<file path="src/rtl/hash_query_pkg.sv">
// Shared types and defaults for the hash-table query controller.
// The early-exit probe behaviour is selected in the top level by the
// HASH_QUERY_EARLY_EXIT_EN macro; nothing in this package depends on it.
package hash_query_pkg;

    // Default geometry of one query pass and of the SRAM holding the table
    localparam int DEF_NUM_KMERS = 212;
    localparam int DEF_NUM_HASH  = 2;
    localparam int DEF_ROW_W     = 32;
    localparam int DEF_IDX_W     = 5;
    localparam int DEF_CNT_W     = 8;

    // SRAM control pins are active low; these are their inactive levels
    localparam logic CSB_IDLE = 1'b1;
    localparam logic OEB_IDLE = 1'b1;
    localparam logic WEB_IDLE = 1'b1;

    // Controller states, one probe being HASH -> SET_ADDR -> READ_ROW -> CHECK
    typedef enum logic [2:0] {
        IDLE      = 3'd0,
        WAIT_KMER = 3'd1,
        HASH      = 3'd2,
        SET_ADDR  = 3'd3,
        READ_ROW  = 3'd4,
        CHECK     = 3'd5,
        RESULT    = 3'd6,
        DONE      = 3'd7
    } state_t;

    // Width of the probe counter; a single-probe build still needs one bit
    function automatic int probe_cnt_width(input int num_hash);
        return (num_hash > 1) ? $clog2(num_hash) : 1;
    endfunction

endpackage

</file>
<file path="src/rtl/query_bit_select.sv">
// Holds the SRAM row read for the current probe and picks out the bit
// addressed by the current hash value.
module query_bit_select
    import hash_query_pkg::*;
#(
    parameter int ROW_W = DEF_ROW_W,
    parameter int IDX_W = DEF_IDX_W
) (
    input  logic             clk,
    input  logic             reset,
    input  logic             capture,
    input  logic [ROW_W-1:0] sram_rdata,
    input  logic [IDX_W-1:0] bit_idx,
    output logic             probe_bit
);

    logic [ROW_W-1:0] row_q;

    // Capture the row at the end of the SRAM read cycle so CHECK sees stable data
    always_ff @(posedge clk or negedge reset) begin
        if (!reset) begin
            row_q <= '0;
        end else if (capture) begin
            row_q <= sram_rdata;
        end
    end

    assign probe_bit = row_q[bit_idx];

endmodule

</file>
<file path="src/rtl/hash_query_controller.sv">
// Query-phase controller for the k-mer hash table held in SRAM.
// For each accepted k-mer it steps the hash LFSRs once per probe, reads the
// addressed SRAM row, tests one bit, and reports membership (all probe bits
// set) plus a running hit count for the pass.
// Build option: define HASH_QUERY_EARLY_EXIT_EN to stop probing a k-mer as
// soon as one probe bit reads 0 (variable latency); otherwise every probe
// runs and latency is fixed.
module hash_query_controller
    import hash_query_pkg::*;
#(
    parameter int NUM_KMERS = DEF_NUM_KMERS,
    parameter int NUM_HASH  = DEF_NUM_HASH,
    parameter int ROW_W     = DEF_ROW_W,
    parameter int IDX_W     = DEF_IDX_W,
    parameter int CNT_W     = DEF_CNT_W
) (
    input  logic             clk,
    input  logic             reset,
    input  logic             start_query,
    input  logic             kmer_valid,
    output logic             kmer_ready,
    output logic             EN_LFSR,
    output logic             read_add,
    output logic             CSB,
    output logic             OEB,
    output logic             WEB,
    input  logic [ROW_W-1:0] sram_rdata,
    input  logic [IDX_W-1:0] bit_idx,
    output logic             result_valid,
    input  logic             result_ready,
    output logic             result_hit,
    output logic [CNT_W-1:0] hit_count,
    output logic             query_done
);

    localparam int PROBE_W = probe_cnt_width(NUM_HASH);

    state_t               state;
    state_t               state_next;
    logic [PROBE_W-1:0]   probe_cnt;
    logic [CNT_W-1:0]     kmer_cnt;
    logic                 hit_acc;
    logic                 probe_bit;
    logic                 row_capture;
    logic                 probe_last;
    logic                 kmer_last;

    assign probe_last = (probe_cnt == PROBE_W'(NUM_HASH - 1));
    assign kmer_last  = (kmer_cnt == CNT_W'(NUM_KMERS - 1));

    // This block never writes the table
    assign WEB = WEB_IDLE;

    query_bit_select #(
        .ROW_W (ROW_W),
        .IDX_W (IDX_W)
    ) u_bit_select (
        .clk        (clk),
        .reset      (reset),
        .capture    (row_capture),
        .sram_rdata (sram_rdata),
        .bit_idx    (bit_idx),
        .probe_bit  (probe_bit)
    );

    // State register; an asynchronous reset aborts any pass in flight
    always_ff @(posedge clk or negedge reset) begin
        if (!reset) begin
            state <= IDLE;
        end else begin
            state <= state_next;
        end
    end

    // Probe/k-mer bookkeeping and the per-pass hit counter
    always_ff @(posedge clk or negedge reset) begin
        if (!reset) begin
            probe_cnt <= '0;
            kmer_cnt  <= '0;
            hit_acc   <= 1'b0;
            hit_count <= '0;
        end else begin
            case (state)
                IDLE: begin
                    if (start_query) begin
                        hit_count <= '0;
                        kmer_cnt  <= '0;
                    end
                end
                WAIT_KMER: begin
                    if (kmer_valid) begin
                        probe_cnt <= '0;
                        hit_acc   <= 1'b1;
                    end
                end
                CHECK: begin
                    hit_acc   <= hit_acc & probe_bit;
                    probe_cnt <= probe_cnt + PROBE_W'(1);
                end
                RESULT: begin
                    if (result_ready) begin
                        hit_count <= hit_count + CNT_W'(hit_acc);
                        kmer_cnt  <= kmer_cnt + CNT_W'(1);
                    end
                end
                default: begin
                end
            endcase
        end
    end

    // Next-state decode and the per-state control outputs
    always_comb begin
        state_next   = state;
        kmer_ready   = 1'b0;
        EN_LFSR      = 1'b0;
        read_add     = 1'b0;
        CSB          = CSB_IDLE;
        OEB          = OEB_IDLE;
        row_capture  = 1'b0;
        result_valid = 1'b0;
        result_hit   = 1'b0;
        query_done   = 1'b0;

        case (state)
            IDLE: begin
                if (start_query) begin
                    state_next = WAIT_KMER;
                end
            end
            WAIT_KMER: begin
                kmer_ready = 1'b1;
                if (kmer_valid) begin
                    state_next = HASH;
                end
            end
            HASH: begin
                EN_LFSR    = 1'b1;
                state_next = SET_ADDR;
            end
            SET_ADDR: begin
                read_add   = 1'b1;
                CSB        = 1'b0;
                OEB        = 1'b0;
                state_next = READ_ROW;
            end
            READ_ROW: begin
                CSB         = 1'b0;
                OEB         = 1'b0;
                row_capture = 1'b1;
                state_next  = CHECK;
            end
            CHECK: begin
`ifdef HASH_QUERY_EARLY_EXIT_EN
                if (!probe_bit || probe_last) begin
                    state_next = RESULT;
                end else begin
                    state_next = HASH;
                end
`else
                if (probe_last) begin
                    state_next = RESULT;
                end else begin
                    state_next = HASH;
                end
`endif
            end
            RESULT: begin
                result_valid = 1'b1;
                result_hit   = hit_acc;
                if (result_ready) begin
                    state_next = kmer_last ? DONE : WAIT_KMER;
                end
            end
            DONE: begin
                query_done = 1'b1;
                state_next = IDLE;
            end
            default: begin
                state_next = IDLE;
            end
        endcase
    end

endmodule
</file>
<file path="config.mk">
export PLATFORM = sky130hd
export DESIGN_NAME = hash_query_controller
export DESIGN_NICKNAME = d
export VERILOG_FILES = /design/src/rtl/hash_query_pkg.sv /design/src/rtl/query_bit_select.sv /design/src/rtl/hash_query_controller.sv
export SDC_FILE = /design/constraint.sdc
export NUM_CORES = 1
export LEC_CHECK = 0
export BUFFER_PORTS_ARGS = -buffer_cell sky130_fd_sc_hd__buf_2
export CAP_MARGIN = 40
export CELL_PAD_IN_SITES_DETAIL_PLACEMENT = 1
export CELL_PAD_IN_SITES_GLOBAL_PLACEMENT = 1
export CORE_MARGIN = 4
export CORE_UTILIZATION = 25
export CTS_BUF_LIST = sky130_fd_sc_hd__clkbuf_2
export DETAILED_ROUTE_END_ITERATION = 7
export HOLD_SLACK_MARGIN = 0.1
export PLACE_DENSITY = 0.53
export SLEW_MARGIN = 0
export SYNTH_ARGS = -nofsm -noshare
export SYNTH_HDL_FRONTEND = slang
export SYNTH_SLANG_ARGS = --single-unit
</file>
<file path="constraint.sdc">
create_clock -name clk -period 2.2 [get_ports clk]
set_clock_uncertainty 0.05 [all_clocks]
set_input_delay 0.33 -clock clk [delete_from_list [all_inputs] [get_ports clk]]
set_output_delay 0.33 -clock clk [all_outputs]
set_load 0.03 [all_outputs]
</file>
# ---- Word level (Yosys, flattened, before mapping)
# Index checks and enable logic that the tools add are counted.
dict set report totals {
  wordCells 54
  out_inout_bits 17
  in_bits 42
  reg_bits 53
}
dict set report op_classes {
  n_bitwise 1
  magnitude_cmp 1
  mux 25
  n_addsub 3
  reduce_logical 7
  n_eq_ne 11
}
# operator n
set ops {}
lappend ops {{case mux 8 bit (2 select lines)} 2}
lappend ops {{two-way mux 8 bit} 3}
lappend ops {{case mux 3 bit (8 select lines)} 1}
lappend ops {{two-way mux 3 bit} 5}
lappend ops {{equality test 3 bit (second input constant)} 4}
lappend ops {{two-way mux 1 bit} 11}
lappend ops {{adder 8 x 1 -> 8 bit} 1}
lappend ops {{adder 8 x 1 -> 8 bit (second input constant)} 1}
lappend ops {{equality test 8 bit (second input constant)} 1}
lappend ops {{equality test 3 x 2 -> 1 bit (second input constant)} 2}
lappend ops {{less-than comparator 5 x 6 -> 1 bit (second input constant)} 1}
lappend ops {{inequality test 2 bit (second input constant)} 3}
lappend ops {{AND reduction 3 bit} 2}
lappend ops {{binary-select mux 1 bit (select 5 bit)} 1}
lappend ops {{case mux 1 bit (2 select lines)} 2}
lappend ops {{nonzero test 2 bit} 2}
lappend ops {{equality test 3 x 1 -> 1 bit (second input constant)} 1}
lappend ops {{zero test 3 bit} 1}
lappend ops {{AND reduction 2 bit} 1}
lappend ops {{OR reduction 2 bit} 1}
lappend ops {{adder 1 bit (second input constant)} 1}
lappend ops {{bitwise AND 1 bit} 1}

# ---- Longest topological paths before layout
dict set report depth {
  depth_word 4
  depth_mapped 6
}

# ---- By module
# A second synthesis with hierarchy kept.
dict set report hier_totals {
  cells_unflattened 242
  hier_area_um2 2698.8
}
# module area_each_um2 cells_each instances seq_area_each_um2
set modules_own_cells {}
lappend modules_own_cells {query_bit_select 1505.2 109 1 800.8}
lappend modules_own_cells {hash_query_controller 1193.6 133 1 525.5}

# ---- Worst setup path after synthesis
# OpenSTA, ideal clock, no wires.
dict set report synth_path {
  kind {register to output}
  startpoint {register state[0]}
  endpoint {output port OEB}
  arrival_time_ns 1.924
  path_buffers 3
  path_slack_ns -0.104
  stages_incl_launch_ff 7
  path_cell_list {dfrtp_1 > buf_2 > clkbuf_1 > nand2_1 > nor2_1 > nor2_1 > buf_4}
}
dict set report synth_between {
  elab_chain_len 3
}
# element line
set synth_rtl {}
lappend synth_rtl {{start: declaration} hash_query_controller.sv:38} ;# state_t state;
lappend synth_rtl {{start signal: assignment} hash_query_controller.sv:71} ;# state <= state_next;
lappend synth_rtl {{equality test 3 bit / equality test 3 x 2 -> 1 bit (equally long branches)} -}
lappend synth_rtl {{OR reduction 2 bit (no source line) *} -}
lappend synth_rtl {{two-way mux 1 bit *} -}
lappend synth_rtl {{end: declaration} hash_query_controller.sv:25} ;# output logic OEB,
# Mark *: on every way between the ends. The rest lies on a longest branch, timed or not.

# ---- Worst setup path after layout
dict set report layout_path {
  startpoint {register state[2]}
  endpoint {output port CSB}
}
dict set report layout_between {
  elab_chain_len 3
}
# element line
set layout_rtl {}
lappend layout_rtl {{equality test 3 bit / equality test 3 x 2 -> 1 bit (equally long branches)} hash_query_controller.sv:125} ;# case (state)
lappend layout_rtl {{OR reduction 2 bit (no source line) *} -}
lappend layout_rtl {{two-way mux 1 bit *} hash_query_controller.sv:125}
lappend layout_rtl {{end: declaration} hash_query_controller.sv:24} ;# output logic CSB,
# Marks and branches as above.

==> flow_summary_export.csv <==
group,metric,value,unit
cells_and_area,layout.nets,343,
floorplanning,die_y,111,um
cells_and_area,drive_above_1_share,42.6,%
status,run_status,"finished, final reports clean",
drt,dr_total_vias,1927,
sta,timing_hold_violations_final,0,
synthesis,count_of_state_elements_after_synthesis,53,
clock_network,clock_sinks,53,
cells_and_area,syn2layout_area_growth,34.5,%
floorplanning,die_w,111,um
power,p_sw,1.24,mW
global_route,number_of_global_route_vias_before_repair,2120,
power,combinationalPowerShare,40.9,%
min_path,timing.hold.worst.class,"primary input to flop",
floorplanning,initial_core_util,25.6,%
synthesis,cell_count_after_synthesis,204,
synthesis,synth_warnings,0,
sta,timing.final.setup_violations,0,
power,seq_power_share,44.9,%
setup_path,critPathTopFamily,"buffers and inverters",
power,pwr-share-clk,14.2,%
sta,layout_worst_path_cycle_share,94.1,%
power,internal_power,2.34,mW
global_route,globalRouteOverflowTotal,0,
placed_design,numPlacedInstances,391,
global_route,global_route.usage.total,10.4,%
clock_network,cts.reportedPaths.clkPinSlew,0.26,ns
clock_network,clock_path_buffers,2,
drt,drt-wirelength-per-cell,14.1,um
setup_path,end_kind,"output port",
clock_network,clock_insertion_delay_worst_skew,0.43,ns
synthesis,syn-mean-instance-area,12.9,sq um
setup_path,path_buf_inv,3,
synthesis,most_frequently_used_flop_master_after_synthesis,"sky130_fd_sc_hd__dfrtp_1",
synthesis,edff_count_synth,0,
cells_and_area,layoutNonFillerInstCount,434,
synthesis,synth_area_leader_cell,"sky130_fd_sc_hd__dfrtp_1",
setup_path,worstSetupStartpointType,"flop",
clock_network,cts_buffers,5,
clock_network,cts_root_buffer,"sky130_fd_sc_hd__clkbuf_2",
floorplanning,boundaryPins,59,
sta,finalMaxSlewViolations,0,
synthesis,asyncSetResetFlopFracSynth,100,%
floorplanning,row_count,37,
sta,tightest_slew,0.698,ns
clock_network,cts_tree,"built",
setup_path,critical_path_class,"flop to output port",
drt,drt_pass1_iterations,4,
sta,slew-limit-headroom,53.5,%
cells_and_area,postLayoutCoreUtil,34.4,%
synthesis,synth_top_cell_area_share,50.5,%
drt,antenna_violating_nets_post_route,0,
setup_path,crit_path_cell_trace,"buf_4 > nor3b_4 > buf_12 > nor2_2 > clkbuf_4",
setup_path,cp_data_arrival_time,1.69,ns
placed_design,gp_congestion,0.790,
floorplanning,fp.dieArea,0.0122,sq mm
sta,timing.setup.tns,0,ns
setup_path,cpMaxStageDelayCell,"sky130_fd_sc_hd__dfrtp_1",
drt,detailedRoute.firstIterationViolations,41,
power,p_leak,1.61,nW
sta,timing.fmax,483,MHz
cells_and_area,mostFrequentLayoutCells,"sky130_fd_sc_hd__buf_2 (55), sky130_fd_sc_hd__dfrtp_1 (51), sky130_fd_sc_hd__mux2_2 (35), sky130_fd_sc_hd__dlygate4sd3_1 (33), sky130_fd_sc_hd__nor2_1 (12)",
power,power_per_cell_area,1010,mW/mm^2
power,worst_ir_drop_vdd,0.000390,V
cells_and_area,layout_commonest_cell,"sky130_fd_sc_hd__buf_2",
power,power_switching_share,34.6,%
clock_network,cts_max_level,2,
synthesis,ys_types,41,
drt,drc,0,
sta,min_period,2.07,ns
synthesis,synth_area,0.00263,sq mm
flow_run,maxCapViolCount,0,
synthesis,syn-num-nets,249,
floorplanning,core_region_area,0.0103,sq mm
global_route,pin_count_of_the_biggest_net_entering_global_routing,54,
drt,detail_route.wirelength,6120,um
synthesis,netlist_top_cells_area,"sky130_fd_sc_hd__dfrtp_1 (50%), sky130_fd_sc_hd__mux2_2 (15%), sky130_fd_sc_hd__mux4_2 (4.3%)",
setup_path,worst_path_largest_cell_delay,0.41,ns
setup_path,timing.critical_path.fanout_max,17,
global_route,grt_pass1_wl,10600,um
synthesis,sequential_cell_area_fraction_in_the_yosys_report,50.5,%
placed_design,dp_hpwl,4320,um
drt,routed_via_density,4.44,
global_route,initial_antenna_violation_count,0,
setup_path,worstPathRequired,1.82,ns
cells_and_area,antennaDiodeCount,0,
placed_design,placement.io_buffers,57,
-- sequential cells by signal, indices dropped and copies added (netlist names) --
register,flops
kmer_cnt,8
probe_cnt,1
hit_acc,1
hit_count,8
u_bit_select.row_q,32
state,3
-- worst reg2reg max path, delay by kind of cell, from the launching register on --
kind,cells,cell delay [ns]
flip-flops,1,0.44
AND/OR/NAND/NOR,3,0.67
buffers and inverters,1,0.15
AO/OA/AOI/OAI,1,0.34
XOR/XNOR,1,0.16
-- path summary, 6_finish.rpt --
| check | slack [ns] | cells after the start | end | from |
|---|---|---|---|---|
| min in group asynchronous | 0.46 | 3 | kmer_cnt[3] | reset |
| worst min register to register | 0.45 | 1 | probe_cnt | probe_cnt |
| worst max-delay path | 0.13 | 5 | CSB | state[2] |
| worst max register to register | 0.36 | 6 | hit_count[7] | state[2] |
| max in group asynchronous | 1.15 | 3 | state[1] | reset |
| worst min-delay path | 0.13 | 4 | state[0] | kmer_valid |
-- timing repair --
item,4_1_cts,5_1_grt
hold endpoints to repair,85,0
gates resized for setup,2,4
setup endpoints to repair,3,3
hold buffers,33,0
gates cloned,0,1
buffers inserted,1,1
-- cell usage after synthesis (2+ instances only) --
| cell type | count |
|---|---|
| sky130_fd_sc_hd__mux2_2 | 35 |
| sky130_fd_sc_hd__buf_4 | 2 |
| sky130_fd_sc_hd__and3_1 | 3 |
| sky130_fd_sc_hd__nor3b_1 | 2 |
| sky130_fd_sc_hd__a211oi_4 | 2 |
| sky130_fd_sc_hd__clkbuf_1 | 4 |
| sky130_fd_sc_hd__a21oi_1 | 4 |
| sky130_fd_sc_hd__a21o_1 | 2 |
| sky130_fd_sc_hd__o21ai_0 | 6 |
| sky130_fd_sc_hd__buf_6 | 2 |
| sky130_fd_sc_hd__a22o_1 | 3 |
| sky130_fd_sc_hd__nand2_1 | 4 |
| sky130_fd_sc_hd__nand4_1 | 5 |
| sky130_fd_sc_hd__mux2i_1 | 6 |
| sky130_fd_sc_hd__nor2_1 | 14 |
| sky130_fd_sc_hd__xnor2_1 | 2 |
| sky130_fd_sc_hd__buf_2 | 5 |
| sky130_fd_sc_hd__inv_1 | 2 |
| sky130_fd_sc_hd__nor4b_1 | 2 |
| sky130_fd_sc_hd__mux4_2 | 5 |
| sky130_fd_sc_hd__nand3_1 | 9 |
| sky130_fd_sc_hd__dfrtp_1 | 53 |
| sky130_fd_sc_hd__nor2b_1 | 2 |
| sky130_fd_sc_hd__and2_1 | 2 |
| sky130_fd_sc_hd__xor2_1 | 10 |
| sky130_fd_sc_hd__ha_1 | 3 |
-- power by group through the flow --
stage	Combinational, mW	Clock, mW	Sequential [mW]
2_1_floorplan	1.10	0	1.53
4_1_cts	1.45	0.541	1.62
5_1_grt	1.61	0.586	1.67
3_5_place_dp	1.38	0	1.64
3_3_place_gp	1.35	0	1.64
6_report	1.47	0.508	1.61
-- final cells by class --
type | instances | area, sq um
clock buffer | 5 | 25.0
clock inverter | 2 | 38.8
fill | 1137 | 6740
inverter | 2 | 7.51
multi-input combinational | 136 | 1240
sequential | 53 | 1330
tap | 136 | 170
timing repair buffer | 100 | 726
-- per-layer routing --
| metal | GRT usage [%] | up-vias | part of all wire, % |
|---|---|---|---|
| li1 | - | 922 | - |
| met1 | 14.1 | 949 | 49 |
| met2 | 16.4 | 50 | 45 |
| met3 | 3.18 | 6 | 5.5 |
| met4 | 2.22 | 0 | 0.85 |
| met5 | 0 | - | 0 |
-- stage by stage --
stage	instance area, sq um	hold slack [ns]	setup slack [ns]	power, mW
2_1_floorplan	2630	-0.0156	0.123	2.62
3_3_place_gp	3090	0.415	0.320	2.99
3_5_place_dp	3090	0.421	0.287	3.02
4_1_cts	3490	0.108	0.0165	3.60
5_1_grt	3530	0.119	-0.00956	3.87
6_report	3530	0.127	0.129	3.58
-- cell families after synthesis --
group	Yosys count	synth area share [%]
AND/OR/NAND/NOR	49	10.5
XOR/XNOR	12	4.00
multiplexers	47	22.6
buffers and inverters	15	3.24
AO/OA/AOI/OAI	24	7.62
flip-flops	53	50.5
adder cells (fa/ha/maj)	3	1.43
other	1	0.143
Note: power is estimated with default switching activity, not from simulation.
